===== src/rtl/seq_divider.sv =====
// Radix-2 restoring unsigned divider: one quotient bit per clock, MSB first.
// Zero divisors finish immediately with an all-ones quotient and a sticky flag.
module seq_divider #(
    parameter int WIDTH = 32
) (
    input  logic             clk,
    input  logic             rst,
    input  logic             start,
    input  logic [WIDTH-1:0] dividend,
    input  logic [WIDTH-1:0] divisor,
    output logic             busy,
    output logic             done,
    output logic [WIDTH-1:0] quotient,
    output logic [WIDTH-1:0] remainder,
    output logic             div_by_zero
);

    localparam int CNT_W = $clog2(WIDTH);

    typedef enum logic [1:0] {
        IDLE = 2'd0,
        CALC = 2'd1,
        DONE = 2'd2
    } state_t;

    state_t           state_q, state_d;
    logic [WIDTH:0]   rem_q, rem_d;
    logic [WIDTH-1:0] dvd_q, dvd_d;
    logic [WIDTH-1:0] dvs_q, dvs_d;
    logic [WIDTH-1:0] quo_q, quo_d;
    logic [WIDTH-1:0] rmd_q, rmd_d;
    logic [CNT_W-1:0] cnt_q, cnt_d;
    logic             dbz_q, dbz_d;
    logic             busy_q, busy_d;
    logic             done_q, done_d;

    logic [WIDTH:0]   shift_rem;
    logic [WIDTH:0]   trial;
    logic             q_bit;

    // Next-state, datapath iteration and result capture.
    always_comb begin
        shift_rem = {rem_q[WIDTH-1:0], dvd_q[WIDTH-1]};
        trial     = shift_rem - {1'b0, dvs_q};
        q_bit     = rem_q[WIDTH] | (shift_rem >= {1'b0, dvs_q});

        state_d = state_q;
        rem_d   = rem_q;
        dvd_d   = dvd_q;
        dvs_d   = dvs_q;
        quo_d   = quo_q;
        rmd_d   = rmd_q;
        cnt_d   = cnt_q;
        dbz_d   = dbz_q;

        case (state_q)
            IDLE: begin
                if (start) begin
                    if (divisor != '0) begin
                        dvd_d   = dividend;
                        dvs_d   = divisor;
                        rem_d   = '0;
                        cnt_d   = CNT_W'(WIDTH - 1);
                        state_d = CALC;
                    end else begin
                        quo_d   = '1;
                        rmd_d   = dividend;
                        dbz_d   = 1'b1;
                        state_d = DONE;
                    end
                end else begin
                    state_d = IDLE;
                end
            end
            CALC: begin
                // The dividend register shifts out its MSB and fills with quotient bits.
                rem_d = q_bit ? trial : shift_rem;
                dvd_d = {dvd_q[WIDTH-2:0], q_bit};
                if (cnt_q == '0) begin
                    quo_d   = {dvd_q[WIDTH-2:0], q_bit};
                    rmd_d   = rem_d[WIDTH-1:0];
                    dbz_d   = 1'b0;
                    state_d = DONE;
                end else begin
                    cnt_d = cnt_q - CNT_W'(1);
                end
            end
            DONE: begin
                state_d = IDLE;
            end
            default: begin
                state_d = IDLE;
            end
        endcase

        busy_d = (state_d != IDLE);
        done_d = (state_d == DONE);
    end

    // State and datapath registers with synchronous reset.
    always_ff @(posedge clk) begin
        if (rst) begin
            state_q <= IDLE;
            rem_q   <= '0;
            dvd_q   <= '0;
            dvs_q   <= '0;
            quo_q   <= '0;
            rmd_q   <= '0;
            cnt_q   <= '0;
            dbz_q   <= 1'b0;
            busy_q  <= 1'b0;
            done_q  <= 1'b0;
        end else begin
            state_q <= state_d;
            rem_q   <= rem_d;
            dvd_q   <= dvd_d;
            dvs_q   <= dvs_d;
            quo_q   <= quo_d;
            rmd_q   <= rmd_d;
            cnt_q   <= cnt_d;
            dbz_q   <= dbz_d;
            busy_q  <= busy_d;
            done_q  <= done_d;
        end
    end

    assign busy        = busy_q;
    assign done        = done_q;
    assign quotient    = quo_q;
    assign remainder   = rmd_q;
    assign div_by_zero = dbz_q;

endmodule


===== config.mk =====
export PLATFORM = sky130hd
export DESIGN_NAME = seq_divider
export DESIGN_NICKNAME = d
export VERILOG_FILES = /design/src/rtl/seq_divider.sv
export SDC_FILE = /design/constraint.sdc
export NUM_CORES = 1
export LEC_CHECK = 0
export ABC_CLOCK_PERIOD_IN_PS = 7200
export BUFFER_PORTS_ARGS = -buffer_cell sky130_fd_sc_hd__buf_4
export CAP_MARGIN = 15
export CORE_ASPECT_RATIO = 0.8
export CORE_MARGIN = 5
export CORE_UTILIZATION = 62
export DETAILED_ROUTE_END_ITERATION = 12
export MAX_ROUTING_LAYER = met4
export PLACE_DENSITY_LB_ADDON = 0.3
export RECOVER_POWER = 100
export SYNTH_ARGS = -nofsm -noshare
export SYNTH_HDL_FRONTEND = slang
export SYNTH_SLANG_ARGS = --single-unit

===== constraint.sdc =====
create_clock -name clk -period 7.2 [get_ports clk]
set_input_delay 1.44 -clock clk [delete_from_list [all_inputs] [get_ports clk]]
set_output_delay 1.44 -clock clk [all_outputs]
set_load 0.005 [all_outputs]

Word-level counts from Yosys, hierarchy flattened
Cells that the tools add are included.
{ "classes": {"add_sub_neg": 2, "mul": 0, "n_div": 0, "magnitude_cmp": 1, "n_eq_ne": 7, "n_shift": 0, "muxes": 27, "n_bitwise": 1, "n_reduce_logical": 9} }
{ "ops": {"columns": ["cell", "count"], "rows": [
  ["$mux W32", 8],
  ["$pmux W32 S2", 3],
  ["$mux W33", 3],
  ["$pmux W33 S2", 1],
  ["$ge A33 B32 Y1", 1],
  ["$sub A33 B32 Y33", 1],
  ["$reduce_bool A32 Y1", 1],
  ["$mux W5", 3],
  ["$ne A2 B2 Y1 const B", 5],
  ["$pmux W5 S2", 1],
  ["$reduce_and A4 Y1", 2],
  ["$mux W2", 3],
  ["$reduce_and A3 Y1", 2],
  ["$logic_not A5 Y1", 1],
  ["$sub A5 B1 Y5 const B", 1],
  ["$pmux W2 S2", 1],
  ["$reduce_bool A2 Y1", 2],
  ["$mux W1", 3],
  ["$eq A2 B1 Y1 const B", 1],
  ["$eq A2 B2 Y1 const B", 1],
  ["$logic_not A2 Y1", 1],
  ["$pmux W1 S2", 1],
  ["$or A1 B1 Y1", 1]
]} }
{ "word_totals": {"register_bits": 171, "latch_bits": 0, "ram_bits": 0, "rom_bits": 0, "in_bits": 67, "output_inout_bits": 67, "memories": 0} }

Depth between registers and ports, before layout
Gate-level depths: netlist of the first run.
{ "logic_depth": {"word_depth": 5, "depth_mapped": 14} }

Worst setup path before layout of the first run
No wires, ideal clock.
{ "synth_path": {"path_kind": "input to register", "from": "input port divisor[29]", "to": "register rmd_q[10] (netlist: remainder[10])", "setup_time_ps": 91, "t_arrival_ps": 3154, "required_time_ps": 7109, "setup_slack_ps": 3955, "stages": 9, "path_buffers": 2, "path_cell_list": "nor4_1 -> nand4_1 -> nor2_1 -> nand3_1 -> a21oi_1 -> clkbuf_1 -> clkbuf_1 -> nor2_1 -> a311oi_1"} }
{ "synth_via": {"elab_chain_cells": 3} }
{ "synth_rtl": {"columns": ["item", "line_no", "source"], "rows": [
  ["start, declared", "10", "input logic [WIDTH-1:0] divisor,"],
  ["$reduce_bool A32 Y1", "59", "if (divisor != '0) begin"],
  ["$ne A2 B2 Y1 (no source line)", null, null],
  ["$reduce_and A4 Y1 (no source line)", null, null],
  ["end signal, assigned", "119", "rmd_q <= rmd_d;"],
  ["end, declared", "31", "logic [WIDTH-1:0] rmd_q, rmd_d;"]
]} }
No other way between the ends.
A chain may end at the register's enable or synchronous reset.

Final worst setup path of the first run
{ "layout_path": {"from": "input port divisor[21]", "to": "register rmd_q[14] (netlist: remainder[14])"} }
Same word-level chain as after synthesis.

==> results.json, run 1 <==
{
  "cts_buffer_depth": 2,
  "grt_usage": 0.313,
  "yosysWarnings": 0,
  "fillers": 1060,
  "intPower_uw": 2590,
  "switching_share": 0.436,
  "synth_top_area_frac": 0.396,
  "numCtsBuffers": 17,
  "p_switching_uw": 2010,
  "ys.flop_type": "dfxtp_1",
  "cts_tree": "done",
  "violations": "capacitance limit, slew limit",
  "synth_area_mm2": 0.00864,
  "maxSlewHeadroom": -0.711,
  "fin_tns_setup_ns": 0,
  "htree_levels": 4,
  "whs_ns": 0.455,
  "vias": 8406,
  "power.share.combinational": 0.530,
  "critPathLaunch": "divisor[21]",
  "p_seq_frac": 0.256,
  "num_rows": 38,
  "synth.most_common_cell": "nand2_1",
  "yosys_register_bits": 171,
  "synth_edf_count": 0,
  "start_util": 0.635,
  "synth_top_area_cell": "dfxtp_1",
  "syn-num-nets": 1172,
  "gr-total-overflow": 0,
  "hold_viol": 0,
  "p_per_area_mw_per_mm2": 450,
  "drt-wirelength-per-cell_um": 18.6,
  "drive_above_1_share": 0.187,
  "p_clk_frac": 0.214,
  "drtPass1Iterations": 5,
  "status": "complete, but fails checks",
  "r2r_start": "cnt_q[0]$_SDFFE_PP0P_",
  "power_uw": 4600,
  "cts_sinks": 171,
  "drc_errors": 0,
  "cp_max_fo": 41,
  "first_global_vias": 7788,
  "synth.distinct_cells": 68,
  "worst_ir_drop_vdd_mv": 0.281,
  "fin_crit_sh": 0.731,
  "postCtsResizedCells": 0,
  "portBuffers": 133,
  "worst_pin_slew_ns": 2.57,
  "antenna_left": 0,
  "viasPerCell": 6.23,
  "synthTopCellsByCount": "nand2_1, dfxtp_1, a21oi_1",
  "reg2reg_to": "remainder[14]$_SDFFE_PP0P_",
  "dr.first_iter.drc_count": 1003,
  "die_w_um": 142,
  "area_growth_pct": 18.4,
  "fin_skew_ns": 0.00877,
  "wl_mm": 25.0,
  "post_cts_buffers": 0,
  "clock_latency_ns": 0.44,
  "setup_viol": 0,
  "rrSetupSlack_ns": 2.92,
  "synth.area.top_cells": "dfxtp_1, nand2_1, a21oi_1",
  "diodes": 0,
  "required_ns": 7.56,
  "rr_worst_depth": 9,
  "crit_arrival_ns": 5.63,
  "cts_hold_buf": 0,
  "async_flop_share": 0,
  "drv_cap": 4,
  "fp.dieH_um": 116,
  "antenna_found_initial": 0,
  "seq_area_frac_synth": 0.396,
  "grt_pass1_wl_mm": 40.0,
  "p_leak_uw": 0.00414,
  "cts_root_buf": "clkbuf_16",
  "grt_max_degree": 82,
  "synth_area_per_cell_um2": 8.08,
  "syn_inst": 1070,
  "dieArea_mm2": 0.0164,
  "cp-start-kind": "primary input",
  "hold_class": "reg -> reg",
  "cts.reportedPaths.clkPinSlew_ns": 0.07,
  "core_mm2": 0.0136,
  "finalCriticalPeriod_ns": 5.26,
  "nets": 1258,
  "timing.final.max_slew_violations": 178,
  "endpoint": "remainder[14]$_SDFFE_PP0P_",
  "io_pins": 134,
  "rsz0062_at_grt": "no",
  "path_class": "in -> reg",
  "detailed_place_hpwl_mm": 17.7,
  "gp_congestion": 0.992,
  "critPathCaptureType": "register",
  "max_freq_mhz": 190
}
==> worst max-delay path, stage by stage <==
cell and delay, ns:
buf_4 0.11, nor4_1 0.59, nand4_1 0.26, nor2_1 0.32, nand3_1 0.20, a21oi_4 0.77
clkbuf_1 1.31, nor2_1 0.08, or3_1 0.41, a21oi_1 0.12
==> registers in the layout (all words and copies together) (netlist names) <==
register,count
rem_q,33
dvd_q,32
dvs_q,32
quotient,32
remainder,32
cnt_q,5
state_q,2
busy,1
div_by_zero,1
done,1
==> metal layers <==
| metal | vias to the layer above | GRT usage | wire [um] |
|---|---|---|---|
| met4 | 0 | 0.0927 | 507 |
| li1 | 4002 | - | - |
| met5 | - | - | 0 |
| met1 | 3965 | 0.415 | 10800 |
| met2 | 397 | 0.494 | 11700 |
| met3 | 42 | 0.0545 | 1990 |
==> kinds of logic (layout without fill, tap and decap cells) <==
kind of cell / count (synthesis) / in the layout / synth area share
and+or+nand+nor: 391 / 391 / 0.194
AOI/OAI and AO/OA: 300 / 300 / 0.244
DFF: 171 / 171 / 0.396
buffers and inverters: 122 / 221 / 0.0584
adders and majority gates: 35 / 35 / 0.0515
xor gates and xnor gates: 31 / 31 / 0.0314
muxes: 20 / 20 / 0.0245
==> placed cells by master (no fill, tap or decap), types with 5 or more instances in the layout <==
master	count
a31oi_1	10
mux2i_1	11
xnor2_1	18
and3_1	6
a21oi_1	99
inv_1	46
a311oi_1	49
dfxtp_1	171
o21ai_0	38
nor4_1	11
clkbuf_16	17
clkbuf_1	9
nand3_1	11
ha_1	34
a211oi_1	5
nor3_1	15
mux2_2	9
inv_6	5
a21o_1	12
o21ai_1	6
nand4_1	10
o211ai_1	9
nand2_1	216
xor2_1	13
buf_4	71
clkbuf_4	62
o221a_2	30
nor2_1	93
==> per-stage QoR <==
| stage | cell area (um^2) | utilization | instances | setup slack (ns) |
|---|---|---|---|---|
| 6_report | 10200 | 0.752 | 1349 | 1.94 |
| 5_1_grt | 10200 | 0.752 | 1349 | 1.65 |
| 2_1_floorplan | 8640 | - | 1070 | 3.96 |
| 4_1_cts | 10300 | 0.755 | 1349 | 2.80 |
| 3_5_place_dp | 9640 | 0.709 | 1317 | 2.45 |
| 3_3_place_gp | 9640 | 0.709 | 1317 | 2.52 |
==> layout make-up <==
type | instances | area (um^2) | area share
repair buffers | 142 | 1030 | 0.101
clock buffers | 17 | 425 | 0.0416
clock inverters | 15 | 203 | 0.0198
well taps | 180 | 225 | 0.0220
inverters | 47 | 176 | 0.0172
multi-input cells | 777 | 4740 | 0.464
flip-flops and latches | 171 | 3420 | 0.335
==> power by group through the flow <==
stage | Sequential [uW] | Combinational (uW) | Clock [uW]
after CTS | 1170 | 2370 | 986
final | 1180 | 2440 | 986
after floorplan | 1160 | 1850 | 0
after global placement | 1190 | 2310 | 0
after global routing | 1190 | 2650 | 1030
after detailed placement | 1190 | 2340 | 0
==> how the worst min path moves through the flow <==
stage	start	end	cells after the start
after global placement	rem_q[32]$_SDFFE_PP0P_	rem_q[32]$_SDFFE_PP0P_	2
after CTS	remainder[25]$_SDFFE_PP0P_	remainder[25]$_SDFFE_PP0P_	2
after detailed placement	remainder[25]$_SDFFE_PP0P_	remainder[25]$_SDFFE_PP0P_	2
after global routing	dvs_q[31]$_SDFFE_PP0P_	dvs_q[31]$_SDFFE_PP0P_	2
final	dvs_q[2]$_SDFFE_PP0P_	dvs_q[2]$_SDFFE_PP0P_	2
after floorplan	rem_q[32]$_SDFFE_PP0P_	rem_q[32]$_SDFFE_PP0P_	2
No activity file was read; power rests on OpenSTA's default activity.
==> inputs of run 2 (changes only) <==
ABC_CLOCK_PERIOD_IN_PS = 4600   (was 7200)
CORE_UTILIZATION = 52   (was 62)
clock period = 4.6 ns   (was 7.2 ns; I/O delays follow)
==> run 2 against run 1 <==
Compared with the run above:
- the flow still finishes with violations (capacitance limit, slew limit)
- clock power up 60%
- combinational power up 54%
- core utilization down 13 points
- power up 56%
- non-clock buffer count up 3
- worst setup slack worse by 1.2 ns
- hold slack about the same
- critical path depth unchanged
- clock skew up 0.0045 ns
- global-route usage down 5.3 points
==> results.json, run 2 (same netlist as run 1, synthesis figures left out) <==
{
  "final_area_mm2": 0.0103,
  "final_common_cell": "nand2_1",
  "worst_ir_drop_vdd_mv": 0.367,
  "io_pins": 134,
  "cts_hold_buf": 0,
  "drv_cap": 1,
  "cts_tree": "done",
  "maxSlewHeadroom": -0.425,
  "required_ns": 4.95,
  "fin_util": 0.625,
  "first_global_vias": 7777,
  "cp_cell_sequence": "buf_4, nor4_1, nand4_1, o21ai_0, a21oi_4, clkbuf_2, nor2_1, clkbuf_1, nand2_1, o21ai_0",
  "whs_ns": 0.455,
  "hold_class": "reg -> reg",
  "numCtsBuffers": 17,
  "timing.final.max_slew_violations": 37,
  "grt_pass1_wl_mm": 39.8,
  "drc_errors": 0,
  "status": "complete, but fails checks",
  "fillers": 1472,
  "cp_max_fo": 63,
  "p_seq_frac": 0.257,
  "intPower_uw": 4080,
  "hold_viol": 0,
  "grt_max_degree": 74,
  "wl_mm": 25.2,
  "slowest_stage": "clkbuf_2",
  "worst_pin_slew_ns": 2.14,
  "finalCriticalPeriod_ns": 3.89,
  "num_rows": 42,
  "power.share.combinational": 0.523,
  "largest_reg_flops": 33,
  "p_clk_frac": 0.220,
  "drtPass1Iterations": 5,
  "antenna_left": 0,
  "fp.dieH_um": 125,
  "fin_crit_sh": 0.845,
  "vias": 8286,
  "setup_viol": 0,
  "core_mm2": 0.0164,
  "rsz0062_at_grt": "no",
  "switching_share": 0.430,
  "clock_latency_ns": 0.44,
  "htree_levels": 4,
  "multi_input_comb_area_mm2": 0.00472,
  "drt-wirelength-per-cell_um": 18.1,
  "cp-start-kind": "primary input",
  "nets": 1261,
  "antenna_found_initial": 0,
  "die_w_um": 154,
  "cts_root_buf": "clkbuf_16",
  "cts_buffer_depth": 2,
  "cts_sinks": 171,
  "p_switching_uw": 3090,
  "fin_skew_ns": 0.0132,
  "crit_arrival_ns": 4.24,
  "max_freq_mhz": 257,
  "critPathCaptureType": "register",
  "portBuffers": 133,
  "area_growth_pct": 19.1,
  "placed_area_mm2": 0.00971,
  "gp_congestion": 0.940,
  "seqCellArea_mm2": 0.00342,
  "dr.first_iter.drc_count": 705,
  "p_per_area_mw_per_mm2": 697,
  "dieArea_mm2": 0.0193,
  "cp_common_cell": "o21ai_0",
  "gr-total-overflow": 0,
  "critPathMaxStageDelay_ns": 0.68,
  "layout_common_cells": "nand2_1, dfxtp_1, a21oi_1",
  "finalWorstSetupSlack_ns": 0.714,
  "postCtsResizedCells": 0,
  "detailed_place_hpwl_mm": 18.3,
  "grt_usage": 0.260,
  "crit_family": "buffers and inverters",
  "crit_buf_inv": 3,
  "diodes": 0,
  "p_leak_uw": 0.00417,
  "dpl_worst_slack_ns": 0.979,
  "post_cts_buffers": 0,
  "viasPerCell": 5.95,
  "path_class": "in -> reg",
  "cts.reportedPaths.clkPinSlew_ns": 0.07,
  "violations": "capacitance limit, slew limit",
  "fin_tns_setup_ns": 0,
  "drive_above_1_share": 0.185,
  "start_util": 0.525,
  "top_register": "rem_q"
}
[run 2: worst min-delay path: stages (launching register included)]
cell and delay (ns):
dfxtp_1 0.31, nand2_1 0.05, a21oi_1 0.05
[run 2: cell type report]
| cell class | count | area share |
|---|---|---|
| multi-input combinational | 777 | 0.459 |
| sequential | 171 | 0.333 |
| timing repair buffer | 145 | 0.102 |
| clock buffer | 18 | 0.0417 |
| tap | 220 | 0.0268 |
| clock inverter | 14 | 0.0203 |
| inverter | 47 | 0.0171 |
[run 2: layer usage]
metal	GRT usage	share of wire
met1	0.348	0.44
met5	-	0
met3	0.0484	0.071
met2	0.400	0.46
met4	0.0846	0.029
[run 2: worst paths after layout]
path	cells past startpoint	slack, ns	end	from
min	2	0.46	dvs_q[23]$_SDFFE_PP0P_	dvs_q[23]$_SDFFE_PP0P_
max reg2reg	11	0.81	remainder[5]$_SDFFE_PP0P_	dvs_q[10]$_SDFFE_PP0P_
max	10	0.71	rem_q[31]$_SDFFE_PP0P_	divisor[4]
min reg2reg	2	0.46	dvs_q[23]$_SDFFE_PP0P_	dvs_q[23]$_SDFFE_PP0P_
[run 2: through the flow]
stage,cells,total power (uW)
after global routing,1392,7590
final,1392,7170
after global placement,1360,5490
after CTS,1392,7120
after detailed placement,1360,5520
after floorplan,1070,4720
[run 2: power groups by stage]
stage / clock, uW / combinational (uW) / sequential, uW
after floorplan: 0 / 2900 / 1820
after global routing: 1650 / 4080 / 1870
after CTS: 1590 / 3690 / 1850
after global placement: 0 / 3620 / 1870
after detailed placement: 0 / 3640 / 1880
final: 1580 / 3750 / 1850
